**src/rtl/servo_pkg.sv**
```systemverilog
// Shared types and helpers for the three-axis servo PWM driver.
package servo_pkg;

  typedef enum logic [1:0] {
    OFF   = 2'd0,
    RUN   = 2'd1,
    DRAIN = 2'd2
  } state_t;

  localparam int unsigned US_PER_S = 1_000_000;

  // Pulse width in microseconds for an 8-bit position; product kept at 32 bits
  function automatic logic [31:0] pulse_width(input logic [7:0]  pos,
                                              input int unsigned min_us,
                                              input int unsigned max_us);
    logic [31:0] span;
    logic [31:0] prod;
    span = max_us - min_us;
    prod = {24'd0, pos} * span;
    return min_us + (prod >> 8);
  endfunction

endpackage

```
**src/rtl/servo_channel.sv**
```systemverilog
// One servo axis: slew-limited position register, pulse width and PWM compare.
module servo_channel
  import servo_pkg::*;
#(
  parameter int unsigned PULSE_MIN_US = 1000,
  parameter int unsigned PULSE_MAX_US = 2000,
  parameter int unsigned STEP         = 4,
  parameter int unsigned POS_RESET    = 128,
  parameter int unsigned US_W         = 15
) (
  input  logic            clk,
  input  logic            rst,
  input  logic [7:0]      target,
  input  logic            update,
  input  logic            active,
  input  logic [US_W-1:0] us_cnt,
  output logic            pwm,
  output logic [7:0]      pos
);

  localparam logic [7:0] POS_INIT = 8'(POS_RESET);
  localparam logic [8:0] STEP_LIM = (STEP > 255) ? 9'd255 : 9'(STEP);

  logic [8:0]  diff;
  logic [7:0]  pos_next;
  logic [31:0] width;
  logic [31:0] us_ext;

  // Next position: move toward target by at most STEP, never past it
  always_comb begin
    diff     = '0;
    pos_next = pos;
    if (STEP == 0) begin
      pos_next = target;
    end else if (target > pos) begin
      diff = {1'b0, target} - {1'b0, pos};
      if (diff > STEP_LIM) diff = STEP_LIM;
      pos_next = pos + diff[7:0];
    end else if (target < pos) begin
      diff = {1'b0, pos} - {1'b0, target};
      if (diff > STEP_LIM) diff = STEP_LIM;
      pos_next = pos - diff[7:0];
    end
  end

  // Position register, advanced only at a frame end while running
  always_ff @(posedge clk or posedge rst) begin
    if (rst) begin
      pos <= POS_INIT;
    end else if (update) begin
      pos <= pos_next;
    end
  end

  // Pulse width derived from the current position
  always_comb begin
    width  = pulse_width(pos, PULSE_MIN_US, PULSE_MAX_US);
    us_ext = 32'(us_cnt);
  end

  // Registered PWM output: high while the frame counter is below the width
  always_ff @(posedge clk or posedge rst) begin
    if (rst) begin
      pwm <= 1'b0;
    end else begin
      pwm <= active && (us_ext < width);
    end
  end

endmodule

```
**src/rtl/servo_pwm_driver.sv**
```systemverilog
// Three-axis hobby-servo PWM driver: microsecond prescaler, frame counter,
// OFF/RUN/DRAIN sequencing and three slew-limited channels.
// Optional target clamping is built when SERVO_LIMIT_EN is defined.
module servo_pwm_driver
  import servo_pkg::*;
#(
  parameter int unsigned CLK_HZ       = 50_000_000,
  parameter int unsigned FRAME_US     = 20000,
  parameter int unsigned PULSE_MIN_US = 1000,
  parameter int unsigned PULSE_MAX_US = 2000,
  parameter int unsigned STEP         = 4,
  parameter int unsigned POS_RESET    = 128
`ifdef SERVO_LIMIT_EN
  ,
  parameter int unsigned POS_LO       = 16,
  parameter int unsigned POS_HI       = 240
`endif
) (
  input  logic       clk,
  input  logic       rst,
  input  logic       enable,
  input  logic [7:0] target_x,
  input  logic [7:0] target_y,
  input  logic [7:0] target_z,
  output logic       pwm_x,
  output logic       pwm_y,
  output logic       pwm_z,
  output logic [7:0] pos_x,
  output logic [7:0] pos_y,
  output logic [7:0] pos_z,
  output logic       frame_start,
  output logic       settled
);

  localparam int unsigned DIV   = CLK_HZ / US_PER_S;
  localparam int unsigned PRE_W = (DIV > 1) ? $clog2(DIV) : 1;
  localparam int unsigned US_W  = (FRAME_US > 1) ? $clog2(FRAME_US) : 1;
  localparam logic [PRE_W-1:0] PRE_LAST = PRE_W'(DIV - 1);
  localparam logic [US_W-1:0]  US_LAST  = US_W'(FRAME_US - 1);

  state_t           state;
  state_t           state_next;
  logic [PRE_W-1:0] presc;
  logic [US_W-1:0]  us_cnt;
  logic             tick;
  logic             frame_end;
  logic             update;
  logic             active;
  logic [7:0]       tgt_x;
  logic [7:0]       tgt_y;
  logic [7:0]       tgt_z;

`ifdef SERVO_LIMIT_EN
  localparam logic [7:0] LO = 8'(POS_LO);
  localparam logic [7:0] HI = 8'(POS_HI);

  function automatic logic [7:0] clamp_pos(input logic [7:0] t);
    if (t < LO)      return LO;
    else if (t > HI) return HI;
    else             return t;
  endfunction

  // Targets limited to the permitted travel before slewing
  always_comb begin
    tgt_x = clamp_pos(target_x);
    tgt_y = clamp_pos(target_y);
    tgt_z = clamp_pos(target_z);
  end
`else
  // Full travel range, targets used as given
  always_comb begin
    tgt_x = target_x;
    tgt_y = target_y;
    tgt_z = target_z;
  end
`endif

  // Microsecond tick and frame-end decode; with DIV==1 presc stays 0 so tick is constant
  always_comb begin
    active    = (state != OFF);
    tick      = (presc == PRE_LAST);
    frame_end = active && tick && (us_cnt == US_LAST);
    update    = frame_end && (state == RUN);
  end

  // Prescaler and frame counter: held at zero while OFF, free-running otherwise
  always_ff @(posedge clk or posedge rst) begin
    if (rst) begin
      presc  <= '0;
      us_cnt <= '0;
    end else if (state == OFF) begin
      presc  <= '0;
      us_cnt <= '0;
    end else begin
      presc <= tick ? '0 : presc + 1'b1;
      if (tick) begin
        us_cnt <= (us_cnt == US_LAST) ? '0 : us_cnt + 1'b1;
      end
    end
  end

  // State register
  always_ff @(posedge clk or posedge rst) begin
    if (rst) begin
      state <= OFF;
    end else begin
      state <= state_next;
    end
  end

  // Next state: DRAIN finishes the current frame unless enable returns
  always_comb begin
    state_next = state;
    unique case (state)
      OFF:     if (enable) state_next = RUN;
      RUN:     if (!enable) state_next = DRAIN;
      DRAIN: begin
        if (enable)         state_next = RUN;
        else if (frame_end) state_next = OFF;
      end
      default: state_next = OFF;
    endcase
  end

  // Frame marker and settle indication
  always_comb begin
    frame_start = frame_end;
    settled     = (pos_x == tgt_x) && (pos_y == tgt_y) && (pos_z == tgt_z);
  end

  servo_channel #(
    .PULSE_MIN_US (PULSE_MIN_US),
    .PULSE_MAX_US (PULSE_MAX_US),
    .STEP         (STEP),
    .POS_RESET    (POS_RESET),
    .US_W         (US_W)
  ) u_chan_x (
    .clk    (clk),
    .rst    (rst),
    .target (tgt_x),
    .update (update),
    .active (active),
    .us_cnt (us_cnt),
    .pwm    (pwm_x),
    .pos    (pos_x)
  );

  servo_channel #(
    .PULSE_MIN_US (PULSE_MIN_US),
    .PULSE_MAX_US (PULSE_MAX_US),
    .STEP         (STEP),
    .POS_RESET    (POS_RESET),
    .US_W         (US_W)
  ) u_chan_y (
    .clk    (clk),
    .rst    (rst),
    .target (tgt_y),
    .update (update),
    .active (active),
    .us_cnt (us_cnt),
    .pwm    (pwm_y),
    .pos    (pos_y)
  );

  servo_channel #(
    .PULSE_MIN_US (PULSE_MIN_US),
    .PULSE_MAX_US (PULSE_MAX_US),
    .STEP         (STEP),
    .POS_RESET    (POS_RESET),
    .US_W         (US_W)
  ) u_chan_z (
    .clk    (clk),
    .rst    (rst),
    .target (tgt_z),
    .update (update),
    .active (active),
    .us_cnt (us_cnt),
    .pwm    (pwm_z),
    .pos    (pos_z)
  );

endmodule

```
**config.mk**
```make
export PLATFORM = sky130hd
export DESIGN_NAME = servo_pwm_driver
export DESIGN_NICKNAME = d
export VERILOG_FILES = /design/src/rtl/servo_pkg.sv /design/src/rtl/servo_channel.sv /design/src/rtl/servo_pwm_driver.sv
export SDC_FILE = /design/constraint.sdc
export NUM_CORES = 1
export LEC_CHECK = 0
export ABC_CLOCK_PERIOD_IN_PS = 6300
export BUFFER_PORTS_ARGS = -buffer_cell sky130_fd_sc_hd__buf_2
export CORE_MARGIN = 2
export CORE_UTILIZATION = 55
export CTS_CLUSTER_DIAMETER = 200
export CTS_CLUSTER_SIZE = 8
export DETAILED_ROUTE_END_ITERATION = 8
export GPL_TIMING_DRIVEN = 1
export PLACE_DENSITY_LB_ADDON = 0.2
export SLEW_MARGIN = 5
export SYNTH_ARGS = -nofsm -noshare
export SYNTH_HDL_FRONTEND = slang
export SYNTH_SLANG_ARGS = --single-unit
```
**constraint.sdc**
```tcl
create_clock -name clk -period 6.3 [get_ports clk]
set_input_delay 0.63 -clock clk [delete_from_list [all_inputs] [get_ports clk]]
set_output_delay 0.63 -clock clk [all_outputs]
set_load 0.02 [all_outputs]
```
==> impl_metrics.yaml, run 1 <==
sta:
  rsz0062_at_grt: "true"
  fin_crit_ps: 6037
  hold_viol: 0
  relSlewSlack: 0.3146
  worstMarginPinSlew_ps: 1028
  setup_ws_ps: 263.4
  setup_viol_count_final: 0
  slew_violations: 0
  tns_ps: 0
  finalCritPeriodShare: 0.9582
  fin_skew_ps: 9.877
  max_freq_mhz: 165.7
placement:
  dp_hpwl_mm: 19.02
  globalplace.congestion: 0.8565
  placed_cells: 1569
  dpl_worst_slack_ps: 5.817
  port-buffer-count: 55
synth:
  ys_ff_latch: 50
  synth_top_cell_area_share: 0.2532
  synth_area_um2: 10670
  syn_inst: 1263
  syn-num-nets: 1575
  synth_warnings: 0
  async_flop_share: 1.000
  synth_area_leaders: "ha_1 (25%), fa_1 (13%), dfrtp_1 (11%)"
  postSynthAreaPerCell_um2: 8.451
  synth_edf_count: 0
  yosys.area.top_type: "ha_1"
  synth.most_common_cell: "ha_1"
  yosysSeqAreaShare: 0.1176
  synth_flop_cell: "dfrtp_1"
  synth_cell_type_count: 75
  synth_commonest_cells: "ha_1 (216), inv_1 (166), nand2_1 (85)"
power:
  seqPwrFrac: 0.408
  power_per_cell_area_nw_per_um2: 70.77
  internal-power_mw: 0.5590
  ir_worst_vdd_mv: 0.09385
  cellLeakagePower_nw: 5.710
  p_clk_frac: 0.358
  p_sw_frac: 0.3210
  power_switching_mw: 0.2642
  pwr-share-comb: 0.234
worst_setup_path:
  endpoint_kind: "flip-flop"
  critPathRequiredTime_ps: 6510
  cp.arrival_ps: 6250
  path_class: "flip-flop to flip-flop"
  cp-start-kind: "flip-flop"
  crit_path_max_fanout: 6
worst_hold_path:
  holdCritPathClass: "primary input to flip-flop"
route:
  postRouteAntennaNets: 0
  routed_wl_mm: 23.66
  num_vias: 8871
  dr.pass1.iters: 5
  drc: 0
  drt_iter0_drc: 371
  viasPerCell: 5.593
  wl_per_cell_um: 14.92
clock_tree:
  h-tree-depth: 2
  cts_buffers: 5
  clk_pin_slew_ps: 80
  clock_latency_ps: 310
  cts_root_buffer: "clkbuf_16"
  clk_path_buf_depth: 2
  cts_hold_buffers: 0
  clock_sinks: 50
  cts_tree: "built"
finish:
  fin_cells: 1586
  layout.nets: 1637
  layout-drive-gt1-share: 0.1094
  area_delta_synth_final_pct: 8.979
  antenna_cells: 0
die:
  start_util: 0.5650
  die_y_um: 143.3
  core_area_um2: 18890
  ios: 56
  die_area_um2: 20540
  die-width_um: 143.3
  row_count: 50
global_route:
  grt_first_pass_wirelength_mm: 39.65
  grt_usage: 0.2341
  grt_overflow: 0
  grt_pass1_vias: 8626
  antenna_found_initial: 0
  grt_max_degree: 51
run:
  maxCapViolCount: 0
run_status:
  status: "finished clean"
## state kept, by name (all words and copies together) (netlist names)
signal        flops
presc             6
us_cnt           15
u_chan_x.pwm      1
u_chan_y.pwm      1
u_chan_y.pos      8
u_chan_x.pos      8
state             2
u_chan_z.pos      8
u_chan_z.pwm      1
## worst max-delay path, cell delays in order (launching register included)
cell and delay [ps]:
dfrtp_2 460, fa_1 580, xor2_1 170, ha_1 270, fa_1 510, inv_1 50, fa_1 490, inv_1 40
ha_1 230, nor3_2 260, a211oi_2 90, a21o_1 210, a21oi_1 170, xnor2_1 170, ha_2 270, nor3_2 60
mux2i_2 290, nor2_1 120, a21oi_2 160, nand4b_1 140, xnor2_1 150, ha_1 300, a21o_1 160, a211o_1 310
o41ai_2 280
## power groups by stage
stage / combinational (mW) / sequential (mW) / clock, mW
floorplan: 0.141 / 0.343 / 0
global placement: 0.186 / 0.342 / 0
detailed placement: 0.188 / 0.342 / 0
CTS: 0.190 / 0.336 / 0.301
global route: 0.217 / 0.337 / 0.313
finish: 0.192 / 0.336 / 0.295
## timing repair
action / in CTS / in global routing
resized for setup: 1 / 27
pin swaps: 0 / 6
buffers inserted: 0 / 9
setup endpoints to repair: 1 / 3
## layout by cell type, fill, tap and decap left out, drive strengths merged, types with 13 or more instances in the layout
cell / count
nand4: 15
o21a: 14
xnor2: 44
a21o: 27
inv: 167
o21ai: 69
nand2: 85
nand2b: 13
nor2: 77
nor2b: 28
nand3: 25
ha: 216
fa: 69
dfrtp: 47
xor2: 51
nor3: 36
buf: 84
a21oi: 58
## cells by family after synthesis
family	count (synthesis)	synth area share
xor+xnor	95	0.07795
buf+inv	195	0.06998
simple gates	355	0.1715
mux	12	0.01172
fa+ha+maj	285	0.3826
compound gates	271	0.1687
flops	50	0.1176
## final timing paths
| kind | from | endpoint | slack [ps] | cells past startpoint |
|---|---|---|---|---|
| hold / removal | enable | state[1] | 490 | 2 |
| setup reg to reg | u_chan_z.pos[1] | u_chan_z.pwm | 260 | 24 |
| hold reg to reg | presc[0] | presc[0] | 490 | 1 |
| max in group asynchronous | rst | u_chan_z.pos[2] | 5320 | 3 |
| setup / recovery | u_chan_z.pos[1] | u_chan_z.pwm | 260 | 24 |
| min in group asynchronous | rst | u_chan_z.pos[0] | 500 | 3 |
## metal layers
layer / track usage / routed length (µm) / up-vias / part of all wire
li1: - / - / 4526 / -
met1: 0.3156 / 11010 / 4209 / 0.47
met4: 0.05057 / 365 / 0 / 0.015
met3: 0.03032 / 729 / 23 / 0.031
met2: 0.4037 / 11560 / 113 / 0.49
met5: 0 / 0 / - / 0
## metrics by stage
step / total power, mW / hold slack [ps] / utilization / cell area, µm²
finish: 0.8232 / 486.1 / 0.6157 / 11630
global route: 0.8674 / 477.7 / 0.6157 / 11630
CTS: 0.8267 / 473.2 / 0.6066 / 11460
detailed placement: 0.5306 / 489.1 / 0.5981 / 11300
global placement: 0.5277 / 483.5 / 0.5981 / 11300
floorplan: 0.4839 / 460.8 / - / 10670
## cell type report
cell class,instances,area [µm²]
Multi-Input combinational cell,1018,8777
Inverter,166,623.1
Clock buffer,5,125.1
Timing Repair Buffer,84,493.0
Fill cell,1744,7261
Tap cell,260,325.3
Clock inverter,3,28.78
Sequential cell,50,1260
(Power assumes the default switching activity.)
==> run 2, diff against run 1 <==
--- a/config.mk
+++ b/config.mk
@@ -7,7 +7,6 @@
 export LEC_CHECK = 0
 export ABC_CLOCK_PERIOD_IN_PS = 6300
 export BUFFER_PORTS_ARGS = -buffer_cell sky130_fd_sc_hd__buf_2
-export CORE_MARGIN = 2
 export CORE_UTILIZATION = 55
 export CTS_CLUSTER_DIAMETER = 200
 export CTS_CLUSTER_SIZE = 8
==> impl_metrics.yaml, run 2 (synthesis gave the netlist of run 1 again) <==
clock_tree:
  cts_tree: "built"
  clk_pin_slew_ps: 80
  cts_buffers: 5
  h-tree-depth: 2
  clock_latency_ps: 310
  cts_root_buffer: "clkbuf_16"
  clock_sinks: 50
  clk_path_buf_depth: 2
worst_setup_path:
  cp.arrival_ps: 6260
  cp-start-kind: "flip-flop"
  crit_chain: "fa_1 -> xor2_1 -> ha_1 -> fa_1 -> inv_1 -> fa_1 -> inv_1 -> ha_2 -> nor2_4 -> a211oi_2 -> a21o_1 -> a211oi_1 -> nor3_1 -> ha_2 -> or4_1 -> nor4_4 -> a31oi_1 -> o311ai_0 -> a21oi_1 -> xor2_1 -> ha_1 -> a21o_1 -> a211oi_1 -> o21a_1"
  endpoint_kind: "flip-flop"
  crit_path_max_fanout: 5
  setup.worst_path.end: "u_chan_y.pwm"
  r2r_end: "u_chan_y.pwm"
  slowest_stage: "fa_1"
  rrSetupSlack_ps: 300
  path_common_cell: "fa_1"
  path_class: "flip-flop to flip-flop"
  r2r_cells: 24
  critPathRequiredTime_ps: 6550
  timing.rr.start: "u_chan_y.pos[1]"
  cp-startpoint: "u_chan_y.pos[1]"
  critPathMaxStageDelay_ps: 580
finish:
  antenna_cells: 0
  final_cell_mix: "ha_1 (213), inv_1 (165), nand2_1 (85), nor2_1 (76)"
  layout-drive-gt1-share: 0.1076
  final_common_cell: "ha_1"
  layout.nets: 1640
  area_delta_synth_final_pct: 9.319
  final_area_um2: 11670
  regMostFlops: "us_cnt"
  largest_reg_flops: 15
die:
  ios: 56
  row_count: 50
  core_area_um2: 18890
  die_y_um: 141.3
  die-width_um: 141.3
  die_area_um2: 19970
  start_util: 0.5650
global_route:
  grt_overflow: 0
  grt_max_degree: 51
  grt_pass1_vias: 8624
  grt_first_pass_wirelength_mm: 39.49
  grt_usage: 0.2416
  antenna_found_initial: 0
placement:
  globalplace.congestion: 0.8832
  port-buffer-count: 55
  placed_cell_area_um2: 11330
  dp_hpwl_mm: 18.64
sta:
  max_freq_mhz: 166.6
  fin_skew_ps: 7.728
  fin_crit_ps: 6003
  slew_violations: 0
  worstMarginPinSlew_ps: 1004
  hold_viol: 0
  setup_viol_count_final: 0
  rsz0062_at_grt: "true"
  finalCritPeriodShare: 0.9528
  relSlewSlack: 0.3305
  timing.hold.ws_ps: 490.8
power:
  cellLeakagePower_nw: 5.725
  power.total_mw: 0.8262
  power_per_cell_area_nw_per_um2: 70.81
  ir_worst_vdd_mv: 0.09128
route:
  drt_iter0_drc: 326
  drc: 0
  postRouteAntennaNets: 0
  dr.pass1.iters: 5
  route.met3.wl_um: 625
  dr_wl_met2_mm: 11.27
  routed_wl_mm: 23.23
  viasPerCell: 5.580
  wl_per_cell_um: 14.62
  topRoutingLayerUsed: "met4"
  num_vias: 8866
  met1Wirelength_mm: 11.02
worst_hold_path:
  holdCritPathClass: "primary input to flip-flop"
run:
  maxCapViolCount: 0
run_status:
  status: "finished clean"
-- run 2: layout make-up --
class	instances	area (µm²)
multi-input combinational	1018	8793
timing repair buffer	87	515.5
inverter	166	623.1
clock buffer	5	125.1
fill	1727	7224
sequential	50	1257
clock inverter	3	28.78
tap	260	325.3
-- run 2: worst min-delay path by stage --
| stage | from | to | slack (ps) | cells past startpoint |
|---|---|---|---|---|
| final | enable | state[1] | 490 | 2 |
| after global routing | enable | state[1] | 470 | 2 |
| after CTS | enable | state[1] | 480 | 2 |
| after detailed placement | presc[0] | presc[0] | 490 | 1 |
| after global placement | presc[0] | presc[0] | 490 | 1 |
| after floorplan | presc[0] | presc[0] | 460 | 1 |
-- run 2: repair_timing --
item / CTS / global route
hold buffers: 0 / 0
setup buffers: 0 / 8
pin swaps: 0 / 6
endpoints found under the setup margin: 2 / 3
gates resized for setup: 2 / 24
-- run 2: critical path: cells and delay by family (launching register included) --
| kind | cells | cell delay (ps) |
|---|---|---|
| buffers and inverters | 2 | 90 |
| and+or+nand+nor | 4 | 1030 |
| adders and majority gates | 7 | 2660 |
| AOI/OAI and AO/OA | 9 | 1380 |
| DFF | 1 | 450 |
| xor gates and xnor gates | 2 | 320 |
-- run 2: power by group --
group / internal, mW / total (mW) / switching [mW]
Combinational: 0.0790 / 0.190 / 0.111
Clock: 0.153 / 0.300 / 0.148
Sequential: 0.328 / 0.335 / 0.00728
-- run 2: stage by stage --
step                cells  setup TNS, ps  setup WS [ps]  utilization
floorplan            1263              0          139.5            -
global placement     1573              0          189.7       0.5997
detailed placement   1573         -5.489         -5.489       0.5997
CTS                  1581              0          23.65       0.6084
global route         1589         -91.65         -50.22       0.6176
finish               1589              0          297.2       0.6176
-- run 2: metal layers --
layer / up-vias / GRT usage
li1: 4526 / -
met1: 4226 / 0.3207
met2: 94 / 0.4195
met3: 20 / 0.03071
met4: 0 / 0.05263
met5: - / 0
==> run 3, diff against run 2 <==
--- a/config.mk
+++ b/config.mk
@@ -8,6 +8,7 @@
 export ABC_CLOCK_PERIOD_IN_PS = 6300
 export BUFFER_PORTS_ARGS = -buffer_cell sky130_fd_sc_hd__buf_2
 export CORE_UTILIZATION = 55
+export CTS_BUF_LIST = sky130_fd_sc_hd__clkbuf_4 sky130_fd_sc_hd__clkbuf_8
 export CTS_CLUSTER_DIAMETER = 200
 export CTS_CLUSTER_SIZE = 8
 export DETAILED_ROUTE_END_ITERATION = 8
==> impl_metrics.yaml, run 3 (synthesis gave the netlist of run 1 again) <==
finish:
  largest_reg_flops: 15
  fin_cells: 1586
  multiInputGateArea_um2: 8811
  seq_area_um2: 1257
  layout-drive-gt1-share: 0.1063
  area_delta_synth_final_pct: 8.745
  fill_cells: 1744
  antenna_cells: 0
  regMostFlops: "us_cnt"
  final_common_cell: "ha_1"
  layout.nets: 1637
  final_cell_mix: "ha_1 (214), inv_1 (165), nand2_1 (85), nor2_1 (76), fa_1 (69)"
sta:
  worstMarginPinSlew_ps: 1004
  max_freq_mhz: 165.7
  relSlewSlack: 0.3306
  setup_viol_count_final: 0
  hold_viol: 0
  timing.hold.ws_ps: 446.5
  rsz0062_at_grt: "true"
  fin_crit_ps: 6033
  finalCritPeriodShare: 0.9577
  slew_violations: 0
  fin_skew_ps: 15.31
  setup_ws_ps: 266.7
clock_tree:
  clock_latency_ps: 350
  clock_sinks: 50
  h-tree-depth: 2
  cts_root_buffer: "clkbuf_8"
  clk_pin_slew_ps: 120
  cts_buffers: 5
  cts_tree: "built"
  clk_path_buf_depth: 2
worst_hold_path:
  worstHoldStart: "enable"
  min_to: "state[1]"
  holdCritPathClass: "primary input to flip-flop"
  hold_path_depth: 2
power:
  cellLeakagePower_nw: 5.695
  power_switching_mw: 0.2586
  pwr-share-comb: 0.253
  internal-power_mw: 0.4908
  p_sw_frac: 0.3451
  ir_worst_vdd_mv: 0.07258
  p_clk_frac: 0.299
  power_per_cell_area_nw_per_um2: 64.56
  seqPwrFrac: 0.448
global_route:
  grt_usage: 0.2402
  grt_first_pass_wirelength_mm: 39.24
  grt_pass1_vias: 8600
  grt_overflow: 0
  antenna_found_initial: 0
  grt_max_degree: 51
worst_setup_path:
  cp-start-kind: "flip-flop"
  path_delay_family: "adder cells"
  rrSetupSlack_ps: 270
  critPathRequiredTime_ps: 6560
  path_class: "flip-flop to flip-flop"
  slowest_stage: "fa_1"
  path_common_cell: "ha_1"
  critPathMaxStageDelay_ps: 540
  cp_num_buf_inv: 2
  endpoint_kind: "flip-flop"
  cp.arrival_ps: 6290
  timing.rr.start: "u_chan_z.pos[1]"
  worstSetupPathDepth: 24
  r2r_cells: 24
  crit_chain: "fa_1 -> xor2_1 -> ha_1 -> fa_1 -> inv_1 -> fa_1 -> inv_1 -> ha_1 -> nor3_2 -> a211oi_2 -> a21o_1 -> a21oi_1 -> xnor2_1 -> ha_1 -> nor3b_2 -> mux2i_4 -> o21bai_1 -> a21oi_1 -> nand4b_1 -> xnor2_1 -> ha_1 -> a21o_1 -> a211o_1 -> o41ai_2"
  crit_path_max_fanout: 7
  r2r_end: "u_chan_z.pwm"
route:
  dr.pass1.iters: 5
  postRouteAntennaNets: 0
  num_vias: 8862
  drt_iter0_drc: 350
  drc: 0
  viasPerCell: 5.588
  wl_per_cell_um: 14.60
  routed_wl_mm: 23.15
placement:
  dpl_worst_slack_ps: -5.489
  placed_cells: 1573
  port-buffer-count: 55
  dp_hpwl_mm: 18.64
  globalplace.congestion: 0.8832
die:
  die-width_um: 141.3
  die_y_um: 141.3
  ios: 56
  core_area_um2: 18890
  row_count: 50
  start_util: 0.5650
  die_area_um2: 19970
run_status:
  status: "finished clean"
run:
  maxCapViolCount: 0
[run 3: changes by cell type in the layout (fill, tap and decap cells not counted), sizes merged]
cell	before	now
buf	87	84
[run 3: how the worst max path moves through the flow]
stage | from | end | slack [ps]
6_report | u_chan_z.pos[1] | u_chan_z.pwm | 270
3_3_place_gp | u_chan_y.pos[1] | u_chan_y.pwm | 190
3_5_place_dp | u_chan_y.pos[1] | u_chan_y.pwm | -5
2_1_floorplan | u_chan_y.pos[1] | u_chan_y.pwm | 140
4_1_cts | u_chan_z.pos[1] | u_chan_z.pwm | 40
5_1_grt | u_chan_z.pos[1] | u_chan_z.pwm | -120
[run 3: area by class of cell]
cell class	count	share of cell area
Clock buffer	5	0.005929
Tap cell	260	0.02803
Timing Repair Buffer	84	0.04247
Clock inverter	3	0.002479
Multi-Input combinational cell	1018	0.7591
Sequential cell	50	0.1083
Inverter	166	0.05368
[run 3: repair_timing]
item | 4_1_cts | 5_1_grt
gates resized for setup | 1 | 27
endpoints found under the setup margin | 1 | 3
hold buffers | 0 | 0
pin swaps | 0 | 5
buffers inserted | 0 | 5
[run 3: power groups by stage]
stage | clock network [mW] | logic (mW) | registers (mW)
after floorplan | 0 | 0.141 | 0.343
after detailed placement | 0 | 0.188 | 0.342
final | 0.224 | 0.190 | 0.336
after global routing | 0.239 | 0.217 | 0.337
after CTS | 0.231 | 0.189 | 0.336
after global placement | 0 | 0.186 | 0.342
[run 3: through the flow]
stage          TNS (ps)  instance area, µm²  utilization  power, mW
3_5_place_dp     -5.489               11330       0.5997     0.5295
2_1_floorplan         0               10670            -     0.4839
5_1_grt          -154.3               11610       0.6144     0.7923
6_report              0               11610       0.6144     0.7494
4_1_cts               0               11430       0.6052     0.7559
3_3_place_gp          0               11330       0.5997     0.5279
[run 3: per-layer routing]
| layer | up-vias | track usage | part of all wire |
|---|---|---|---|
| met3 | 18 | 0.03071 | 0.031 |
| li1 | 4509 | - | - |
| met2 | 107 | 0.4143 | 0.48 |
| met1 | 4228 | 0.3211 | 0.47 |
| met5 | - | 0 | 0 |
| met4 | 0 | 0.05206 | 0.014 |
